## src/rtl/reg_file_sequencer_if.sv

```systemverilog
// Bus bundle between the instruction source and the register-file sequencer.
// master issues Run/INSTR; slave (the sequencer) returns datapath controls and the debug counter.
interface reg_file_sequencer_if #(
  parameter int unsigned DW = 10,
  parameter int unsigned AW = 2,
  parameter int unsigned CW = 8
);
  logic          Run;
  logic [DW-1:0] INSTR;
  logic          ENW;
  logic [AW-1:0] WRA;
  logic          ENR0;
  logic [AW-1:0] RDA0;
  logic          ENR1;
  logic [AW-1:0] RDA1;
  logic [1:0]    ALUOP;
  logic          Ain;
  logic          Gin;
  logic          Gout;
  logic          Extern;
  logic          Done;
  logic          Err;
  logic [CW-1:0] ICNT;

  modport master (
    output Run, INSTR,
    input  ENW, WRA, ENR0, RDA0, ENR1, RDA1, ALUOP,
           Ain, Gin, Gout, Extern, Done, Err, ICNT
  );

  modport slave (
    input  Run, INSTR,
    output ENW, WRA, ENR0, RDA0, ENR1, RDA1, ALUOP,
           Ain, Gin, Gout, Extern, Done, Err, ICNT
  );
endinterface

```

## src/rtl/reg_file_sequencer.sv

```systemverilog
// Multi-cycle sequencer for the 4-entry register file, ALU and A/G registers.
// Runs LOAD/COPY in one cycle and ADD/SUB/XOR in three; counts completed instructions.
module reg_file_sequencer #(
  parameter int unsigned DW = 10,
  parameter int unsigned AW = 2,
  parameter int unsigned CW = 8
) (
  input logic                CLKb,
  input logic                RST,
  reg_file_sequencer_if.slave bus
);

  typedef enum logic [1:0] {IDLE, T1, T2, T3} state_t;
  typedef enum logic [2:0] {
    OP_LOAD = 3'b000,
    OP_COPY = 3'b001,
    OP_ADD  = 3'b010,
    OP_SUB  = 3'b011,
    OP_XOR  = 3'b100
  } op_t;
  typedef enum logic [1:0] {ALU_ADD = 2'b00, ALU_SUB = 2'b01, ALU_XOR = 2'b10} aluop_t;

  state_t        state, state_nxt;
  logic [DW-1:0] ir;
  logic [CW-1:0] icnt;

  logic [2:0]    op;
  logic [AW-1:0] rx, ry;

  logic          enw, enr0, enr1, ain, gin, gout, ext, done, err;
  logic [AW-1:0] wra, rda0, rda1;
  logic [1:0]    aluop;

  assign op = ir[DW-1 -: 3];
  assign rx = ir[2*AW-1 -: AW];
  assign ry = ir[AW-1:0];

  always_ff @(posedge CLKb) begin
    if (RST) begin
      state <= IDLE;
      ir    <= '0;
      icnt  <= '0;
    end else begin
      state <= state_nxt;
      if (state == IDLE && bus.Run) ir <= bus.INSTR;
      if (done) icnt <= icnt + CW'(1);
    end
  end

  always_comb begin
    state_nxt = state;
    enw   = 1'b0;
    wra   = '0;
    enr0  = 1'b0;
    rda0  = '0;
    enr1  = 1'b0;
    rda1  = '0;
    aluop = ALU_ADD;
    ain   = 1'b0;
    gin   = 1'b0;
    gout  = 1'b0;
    ext   = 1'b0;
    done  = 1'b0;
    err   = 1'b0;
    unique case (state)
      IDLE: if (bus.Run) state_nxt = T1;
      T1: begin
        case (op)
          OP_LOAD: begin
            ext = 1'b1; enw = 1'b1; wra = rx; done = 1'b1;
            state_nxt = IDLE;
          end
          OP_COPY: begin
            enr0 = 1'b1; rda0 = ry; enw = 1'b1; wra = rx; done = 1'b1;
            state_nxt = IDLE;
          end
          OP_ADD, OP_SUB, OP_XOR: begin
            enr0 = 1'b1; rda0 = rx; ain = 1'b1;
            state_nxt = T2;
          end
          default: begin
            done = 1'b1; err = 1'b1;
            state_nxt = IDLE;
          end
        endcase
      end
      T2: begin
        enr1 = 1'b1; rda1 = ry; gin = 1'b1;
        case (op)
          OP_SUB:  aluop = ALU_SUB;
          OP_XOR:  aluop = ALU_XOR;
          default: aluop = ALU_ADD;
        endcase
        state_nxt = T3;
      end
      T3: begin
        gout = 1'b1; enw = 1'b1; wra = rx; done = 1'b1;
        state_nxt = IDLE;
      end
      default: state_nxt = IDLE;
    endcase
    // Reset masks everything combinationally so an interrupted instruction
    // neither writes the register file nor bumps the counter.
    if (RST) begin
      enw   = 1'b0; wra  = '0;
      enr0  = 1'b0; rda0 = '0;
      enr1  = 1'b0; rda1 = '0;
      aluop = ALU_ADD;
      ain   = 1'b0; gin  = 1'b0; gout = 1'b0; ext = 1'b0;
      done  = 1'b0; err  = 1'b0;
    end
  end

  assign bus.ENW    = enw;
  assign bus.WRA    = wra;
  assign bus.ENR0   = enr0;
  assign bus.RDA0   = rda0;
  assign bus.ENR1   = enr1;
  assign bus.RDA1   = rda1;
  assign bus.ALUOP  = aluop;
  assign bus.Ain    = ain;
  assign bus.Gin    = gin;
  assign bus.Gout   = gout;
  assign bus.Extern = ext;
  assign bus.Done   = done;
  assign bus.Err    = err;
  assign bus.ICNT   = icnt;

endmodule

```

## src/flat_wrapper.sv

```systemverilog
// flat-port wrapper written by rule: the top's interface ports become plain ports
module reg_file_sequencer_flat 
#(
  parameter int unsigned DW = 10,
  parameter int unsigned AW = 2,
  parameter int unsigned CW = 8
)
  (CLKb, RST, bus_Run, bus_INSTR, bus_ENW, bus_WRA, bus_ENR0, bus_RDA0, bus_ENR1, bus_RDA1, bus_ALUOP, bus_Ain, bus_Gin, bus_Gout, bus_Extern, bus_Done, bus_Err, bus_ICNT);
  reg_file_sequencer_if #(.DW(DW), .AW(AW), .CW(CW)) bus_i ();
  input logic CLKb;
  input logic RST;
  input wire logic [$bits(bus_i.Run)-1:0] bus_Run;
  input wire logic [$bits(bus_i.INSTR)-1:0] bus_INSTR;
  output wire logic [$bits(bus_i.ENW)-1:0] bus_ENW;
  output wire logic [$bits(bus_i.WRA)-1:0] bus_WRA;
  output wire logic [$bits(bus_i.ENR0)-1:0] bus_ENR0;
  output wire logic [$bits(bus_i.RDA0)-1:0] bus_RDA0;
  output wire logic [$bits(bus_i.ENR1)-1:0] bus_ENR1;
  output wire logic [$bits(bus_i.RDA1)-1:0] bus_RDA1;
  output wire logic [$bits(bus_i.ALUOP)-1:0] bus_ALUOP;
  output wire logic [$bits(bus_i.Ain)-1:0] bus_Ain;
  output wire logic [$bits(bus_i.Gin)-1:0] bus_Gin;
  output wire logic [$bits(bus_i.Gout)-1:0] bus_Gout;
  output wire logic [$bits(bus_i.Extern)-1:0] bus_Extern;
  output wire logic [$bits(bus_i.Done)-1:0] bus_Done;
  output wire logic [$bits(bus_i.Err)-1:0] bus_Err;
  output wire logic [$bits(bus_i.ICNT)-1:0] bus_ICNT;
  assign bus_i.Run = bus_Run;
  assign bus_i.INSTR = bus_INSTR;
  assign bus_ENW = bus_i.ENW;
  assign bus_WRA = bus_i.WRA;
  assign bus_ENR0 = bus_i.ENR0;
  assign bus_RDA0 = bus_i.RDA0;
  assign bus_ENR1 = bus_i.ENR1;
  assign bus_RDA1 = bus_i.RDA1;
  assign bus_ALUOP = bus_i.ALUOP;
  assign bus_Ain = bus_i.Ain;
  assign bus_Gin = bus_i.Gin;
  assign bus_Gout = bus_i.Gout;
  assign bus_Extern = bus_i.Extern;
  assign bus_Done = bus_i.Done;
  assign bus_Err = bus_i.Err;
  assign bus_ICNT = bus_i.ICNT;
  reg_file_sequencer #(.DW(DW), .AW(AW), .CW(CW)) u_core (.CLKb(CLKb), .RST(RST), .bus(bus_i));
endmodule
```

## config.mk

```make
export PLATFORM = sky130hd
export DESIGN_NAME = reg_file_sequencer_flat
export DESIGN_NICKNAME = d
export VERILOG_FILES = /design/src/rtl/reg_file_sequencer_if.sv /design/src/rtl/reg_file_sequencer.sv /design/src/flat_wrapper.sv
export SDC_FILE = /design/constraint.sdc
export NUM_CORES = 1
export LEC_CHECK = 0
export CELL_PAD_IN_SITES_DETAIL_PLACEMENT = 1
export CELL_PAD_IN_SITES_GLOBAL_PLACEMENT = 1
export CORE_UTILIZATION = 30
export CTS_CLUSTER_SIZE = 24
export DETAILED_ROUTE_END_ITERATION = 12
export GPL_TIMING_DRIVEN = 0
export PLACE_DENSITY = 0.82
export SYNTH_ARGS = -nofsm -noshare
export SYNTH_HDL_FRONTEND = slang
export SYNTH_SLANG_ARGS = --single-unit
```

## constraint.sdc

```tcl
create_clock -name CLKb -period 2.15 [get_ports CLKb]
set_input_delay 0.5375 -clock CLKb [delete_from_list [all_inputs] [get_ports CLKb]]
set_output_delay 0.5375 -clock CLKb [all_outputs]
set_load 0.005 [all_outputs]
```

==> results.json <==
{
  "cp-endpoint": "bus_RDA0[1]",
  "p_int_mw": 0.4973,
  "power_frac_seq_pct": 48.9,
  "synth-async-reset-ratio_pct": 0,
  "synth.top_cells.by_area": "dfxtp_1 (37%), mux2i_1 (9.8%), nor2_1 (8.2%)",
  "cp-end-kind": "output port",
  "netlist_area_um2": 917.1,
  "critPathLaunch": "u_core.ir[8]",
  "syn_nets": 121,
  "crit_slowest_cell": "dfxtp_2",
  "clk_latency_ps": 310,
  "io_pins": 38,
  "core-area_mm2": 0.002829,
  "status": "complete, but fails checks",
  "numCtsBuffers": 3,
  "p_sw_mw": 0.2112,
  "fmax_mhz": 477.3,
  "cts_sinks": 17,
  "seq_area_frac_synth_pct": 37.11,
  "grt_max_degree": 11,
  "worstReg2RegStart": "u_core.ir[8]",
  "synth_top_cell_by_area": "dfxtp_1",
  "vias_per_cell": 5.195,
  "worstSetupStartpointType": "register",
  "hpwl_mm": 1.999,
  "synth-edff-count": 0,
  "worst_pin_slew_ps": 464.6,
  "ys_ff_latch": 17,
  "worstSetupPathType": "reg2out",
  "ys.flop_type": "dfxtp_1",
  "dieArea_mm2": 0.003282,
  "postSynthAreaPerCell_um2": 8.571,
  "grt_pass1_vias": 1018,
  "clockRootBuffer": "clkbuf_4",
  "yosys_warnings": 0,
  "design.final.nets": 179,
  "synthCells": 107,
  "final_cell_area_mm2": 0.001549,
  "synth_cell_types": 33,
  "hp-start": "RST",
  "row_count": 19,
  "cts.path.max_buffers": 2,
  "grt_pass1_wl_mm": 4.657,
  "drv_slew": 0,
  "skew_ps": 4.392,
  "period_share_pct": 97.45,
  "worst_ep_required_time_ps": 1610,
  "r2r_cells": 7,
  "setup_viol": 0,
  "cts.clk_slew.worst_paths_ps": 100,
  "cp.depth": 7,
  "switching_share_pct": 29.81,
  "fillCellCount": 342,
  "place_area_mm2": 0.001286,
  "firstDrtPassIters": 7,
  "hp-class": "in2reg",
  "crit_buf_inv": 3,
  "wl_mm": 3.059,
  "relSlewSlack_pct": 69.03,
  "finalHoldViolations": 0,
  "drtIter0Drc": 25,
  "die_x_um": 57.29,
  "grt_usage_pct": 18.60,
  "reg2reg_slack_ps": 320,
  "cts_tree": "done",
  "start_util_pct": 32.42,
  "power_mw": 0.7085,
  "die_height_um": 57.29,
  "timing.rr.end": "u_core.bus.ICNT[7]",
  "grt.overflow.total": 0,
  "period_minus_slack_ps": 2095,
  "crit_path_max_incr_delay_ps": 350,
  "path_cells": "buf_6 > buf_4 > nor2b_4 > a22oi_2 > o21ai_1 > nor2b_2 > buf_2",
  "io_buffers": 33,
  "violations": "DRC",
  "p_leak_nw": 0.7293,
  "ant_nets": 0,
  "path_max_fanout": 6,
  "pwr-share-clk_pct": 25.7,
  "antenna_found_initial": 0,
  "drc": 7,
  "gp_congestion": 0.7048,
  "critical_path_arrival_ps": 1560,
  "vdd_drop_max_mv": 0.2788,
  "route.vias.total": 1013,
  "antenna_cells": 0,
  "synth_top_area_share_pct": 37.11,
  "post-route-util_pct": 54.75,
  "drive_gt1_share_pct": 34.15,
  "powerDensity_mw_per_mm2": 457.4,
  "crit_family": "buffers and inverters",
  "cts_htree_levels": 1,
  "cap_violations": 0,
  "area_growth_pct": 68.90,
  "pwr-share-comb_pct": 25.5,
  "wl_per_cell_um": 15.69
}
metal layers:
metal  routed length [um]  GRT usage, %  up-vias
met5                    0             0        -
met2                 1720         37.82       31
met3                  163         4.308        5
li1                     -             -      490
met4                   59         4.181        0
met1                 1116         18.85      487
cells in the final DEF, fill, tap and decap left out, types with 2 or more instances in the layout:
master and n:
clkbuf_4 3, and2_1 4, dfxtp_2 3, nand3_1 5, mux2i_1 9, nor2_4 2
or3_1 2, buf_6 2, nand2b_4 2, dlygate4sd2_1 8, buf_4 23, nor2b_1 2
o31ai_1 2, o21ai_0 2, or4_1 2, a21oi_1 4, xor2_1 3, dfxtp_1 13
a22oi_2 2, nand4_1 3, clkdlybuf4s50_1 16, nor2_1 17, buf_2 3, clkdlybuf4s15_1 3
o21ai_1 2, dlymetal6s2s_1 3
through the flow:
stage / setup TNS, ps / instances / worst slack [ps] / hold slack, ps
final: 0 / 195 / 54.92 / 470.5
after global routing: -16.94 / 195 / -7.145 / 463.6
after CTS: -101.9 / 188 / -86.95 / 476.5
after detailed placement: -4458 / 171 / -421.9 / 521.1
after global placement: -4087 / 171 / -366.7 / 475.5
after floorplan: 0 / 107 / 280.1 / 475.4
cell families (layout without fill, tap and decap cells):
| kind of cell | Yosys count | after routing | share of synthesized area [%] |
|---|---|---|---|
| flip-flops | 17 | 17 | 37.11 |
| adder cells (fa/ha/maj) | 1 | 1 | 1.364 |
| buffers and inverters | 8 | 65 | 4.911 |
| AND/OR/NAND/NOR | 56 | 56 | 35.06 |
| XOR/XNOR | 3 | 3 | 2.865 |
| AO/OA/AOI/OAI | 12 | 12 | 7.639 |
| multiplexers | 10 | 10 | 11.05 |
state kept, by name, summed over array words and instances (netlist names), named ones only:
| signal | flops |
|---|---|
| u_core.state | 1 |
| u_core.bus.ICNT | 8 |
| u_core.ir | 7 |
how the worst min path moves through the flow:
stage	end	cells past startpoint
6_report	u_core.bus.ICNT[5]	2
5_1_grt	u_core.bus.ICNT[6]	2
4_1_cts	u_core.bus.ICNT[5]	2
3_5_place_dp	u_core.bus.ICNT[6]	2
3_3_place_gp	u_core.bus.ICNT[6]	2
2_1_floorplan	u_core.ir[0]	2
worst register-to-register path, delay by kind of cell, from the launching register on:
kind | cells | cell delay, ps
and+or+nand+nor | 3 | 620
buffers and inverters | 3 | 390
muxes | 1 | 370
DFF | 1 | 350
repair_timing:
| item | in CTS | in global routing |
|---|---|---|
| resized for setup | 50 | 8 |
| pin swaps | 7 | 6 |
| setup endpoints to repair | 16 | 11 |
| setup buffers | 13 | 7 |
| hold buffers | 0 | 0 |
cells in the mapped netlist, types with 3 or more instances:
| library cell | n |
|---|---|
| nor2_1 | 20 |
| dfxtp_1 | 17 |
| mux2i_1 | 9 |
| nand3_1 | 5 |
| a21oi_1 | 4 |
| and2_1 | 4 |
| nor2b_1 | 4 |
| o21ai_0 | 4 |
| buf_2 | 3 |
| nand4_1 | 3 |
| xor2_1 | 3 |
area by class of cell:
class	count	area [um^2]	area share (%)
Multi-Input combinational cell	82	611.8	39.50
Buffer	7	51.30	3.312
Clock buffer	3	22.52	1.454
Clock inverter	1	5.005	0.3231
Timing Repair Buffer	53	465.4	30.05
Tap cell	31	38.79	2.504
Sequential cell	17	347.8	22.46
Inverter	1	6.256	0.4039
power groups by stage:
stage	registers, mW	logic, mW	clock network [mW]
after CTS	0.345	0.163	0.182
after floorplan	0.346	0.0764	0
after global placement	0.350	0.117	0
final	0.346	0.180	0.182
after global routing	0.348	0.193	0.208
after detailed placement	0.351	0.124	0
(Power assumes the default switching activity.)
==> variant: new RTL, config.mk and constraints unchanged <==
Re-encode `state_t` (4 states) as one-hot, 4 bits wide.
--- a/src/rtl/reg_file_sequencer.sv
+++ b/src/rtl/reg_file_sequencer.sv
@@ -11,5 +11,5 @@
 );
 
-  typedef enum logic [1:0] {IDLE, T1, T2, T3} state_t;
+  typedef enum logic [3:0] {IDLE = 4'b0001, T1 = 4'b0010, T2 = 4'b0100, T3 = 4'b1000} state_t;
   typedef enum logic [2:0] {
     OP_LOAD = 3'b000,
Behaviour: no difference found for any inputs over 10 cycles, from zero or initial values and one cycle with RST high; not proved beyond that.
==> variant against the unedited design <==
The flow finishes with violations (setup timing). Largest cell class unchanged. Global-route usage rose by 4.0 points. Sequential cell count is 2 higher. Area after synthesis grew 17%. Cell area up 20%. Worst setup slack lost 160 ps. Sequential power is 9.2% higher. Utilization grew 0.10 points. Power grew 1.8%. Critical endpoint is now bus_WRA[1]. Via count rose by 22%. Fmax is 7.0% lower. Wire length up 31%. Highest routed layer unchanged. Clock skew up 7.4 ps.
==> variant: results <==
group,metric,value,unit
placement,port-buffer-count,34,
setup_path,critPathTopFamily,"simple AND/OR/NAND/NOR gates",
power,ir_drop,0.2363,mV
clocking,cts_resized,87,
clocking,post_cts_buffers,17,
logic_synthesis,synth_nets,140,
route,via_count,1235,
power,pwr-share-clk,25.4,%
setup_path,cp_slowest_stage_delay,390,ps
logic_synthesis,synth.area.mux_share,6.519,%
finish,drive_above_1_share,45.36,%
logic_synthesis,yosysSeqAreaShare,35.39,%
outcome,status,"finished, violations left",
finish,largest_register_ffs,8,
logic_synthesis,synthTopCellsByArea,"dfxtp_1 (35%), mux2i_1 (6.5%), nor2_1 (5.9%)",
power,swShare,27.94,%
power,leakage,0.7365,nW
timing,holdWs,508.7,ps
timing,worst_slack,-103.4,ps
route,wl_met2,2.209,mm
finish,stdcell_count,240,
setup_path,cp.arrival,1720,ps
timing,skew,11.81,ps
logic_synthesis,synth_compound_area_share,14.90,%
logic_synthesis,synthAdderAreaFrac,1.164,%
setup_path,reg2reg_slack,260,ps
placement,gp_congestion,0.8092,
timing,finalSetupViolCount,4,
route,dr_wl_met3,154,µm
placement,place_inst,206,
outcome,failed_checks,"setup timing",
logic_synthesis,synth_xor_area_share,0,%
route,dr.pass1.iters,3,
grt,track_usage,22.58,%
route,wl_per_cell,16.70,µm
placement,dp_hpwl,2.462,mm
grt,gr-usage-met2,43.47,%
logic_synthesis,yosysUniqueCellTypes,42,
grt,use_met1,25.47,%
clocking,cts.clk_slew.worst_paths,120,ps
logic_synthesis,syn_avg_cell_area,8.530,µm²
worst_hold_path,worstHoldPathType,"register to register",
timing,fin_setup_tns,-250.0,ps
power,seq_power_share,52.4,%
timing,worstMarginPinSlew,422.3,ps
placement,post-place-ws,-1050,ps
logic_synthesis,yosys-top-cells-count,"dfxtp_1 (19), nor2_1 (17), o21ai_0 (9)",
grt,grt_pass1_wl,6.244,mm
setup_path,cp_slowest_cell,"or3_4",
grt,met3_usage,3.727,%
placement,place_area,0.001473,mm²
-- variant: cell count changes in the layout (fill, tap and decap cells not counted), sizes merged, moves of 3 or more --
cell,change
o21ai,+5
clkdlybuf4s15,-3
a21oi,+3
buf,+20
nor2b,+3
or3,+5
nand2,+5
nand3,-4
nor2,-3
xor2,-3
dlygate4sd2,-6
clkbuf,+4
dlymetal6s2s,-3
-- variant: layout make-up --
cell class	count	area (µm²)
well taps	46	57.56
fillers	398	1530
multi-input cells	99	749.5
flip-flops and latches	19	399.1
clock buffers	4	26.28
plain buffers	6	57.56
repair buffers	66	569.3
-- variant: path summary, 6_finish.rpt --
kind,start,to,cells past startpoint
max,u_core.ir[8],bus_WRA[1],6
max reg2reg,u_core.ir[9],u_core.bus.ICNT[0],7
min reg2reg,u_core.bus.ICNT[5],u_core.bus.ICNT[5],2
min,u_core.bus.ICNT[5],u_core.bus.ICNT[5],2
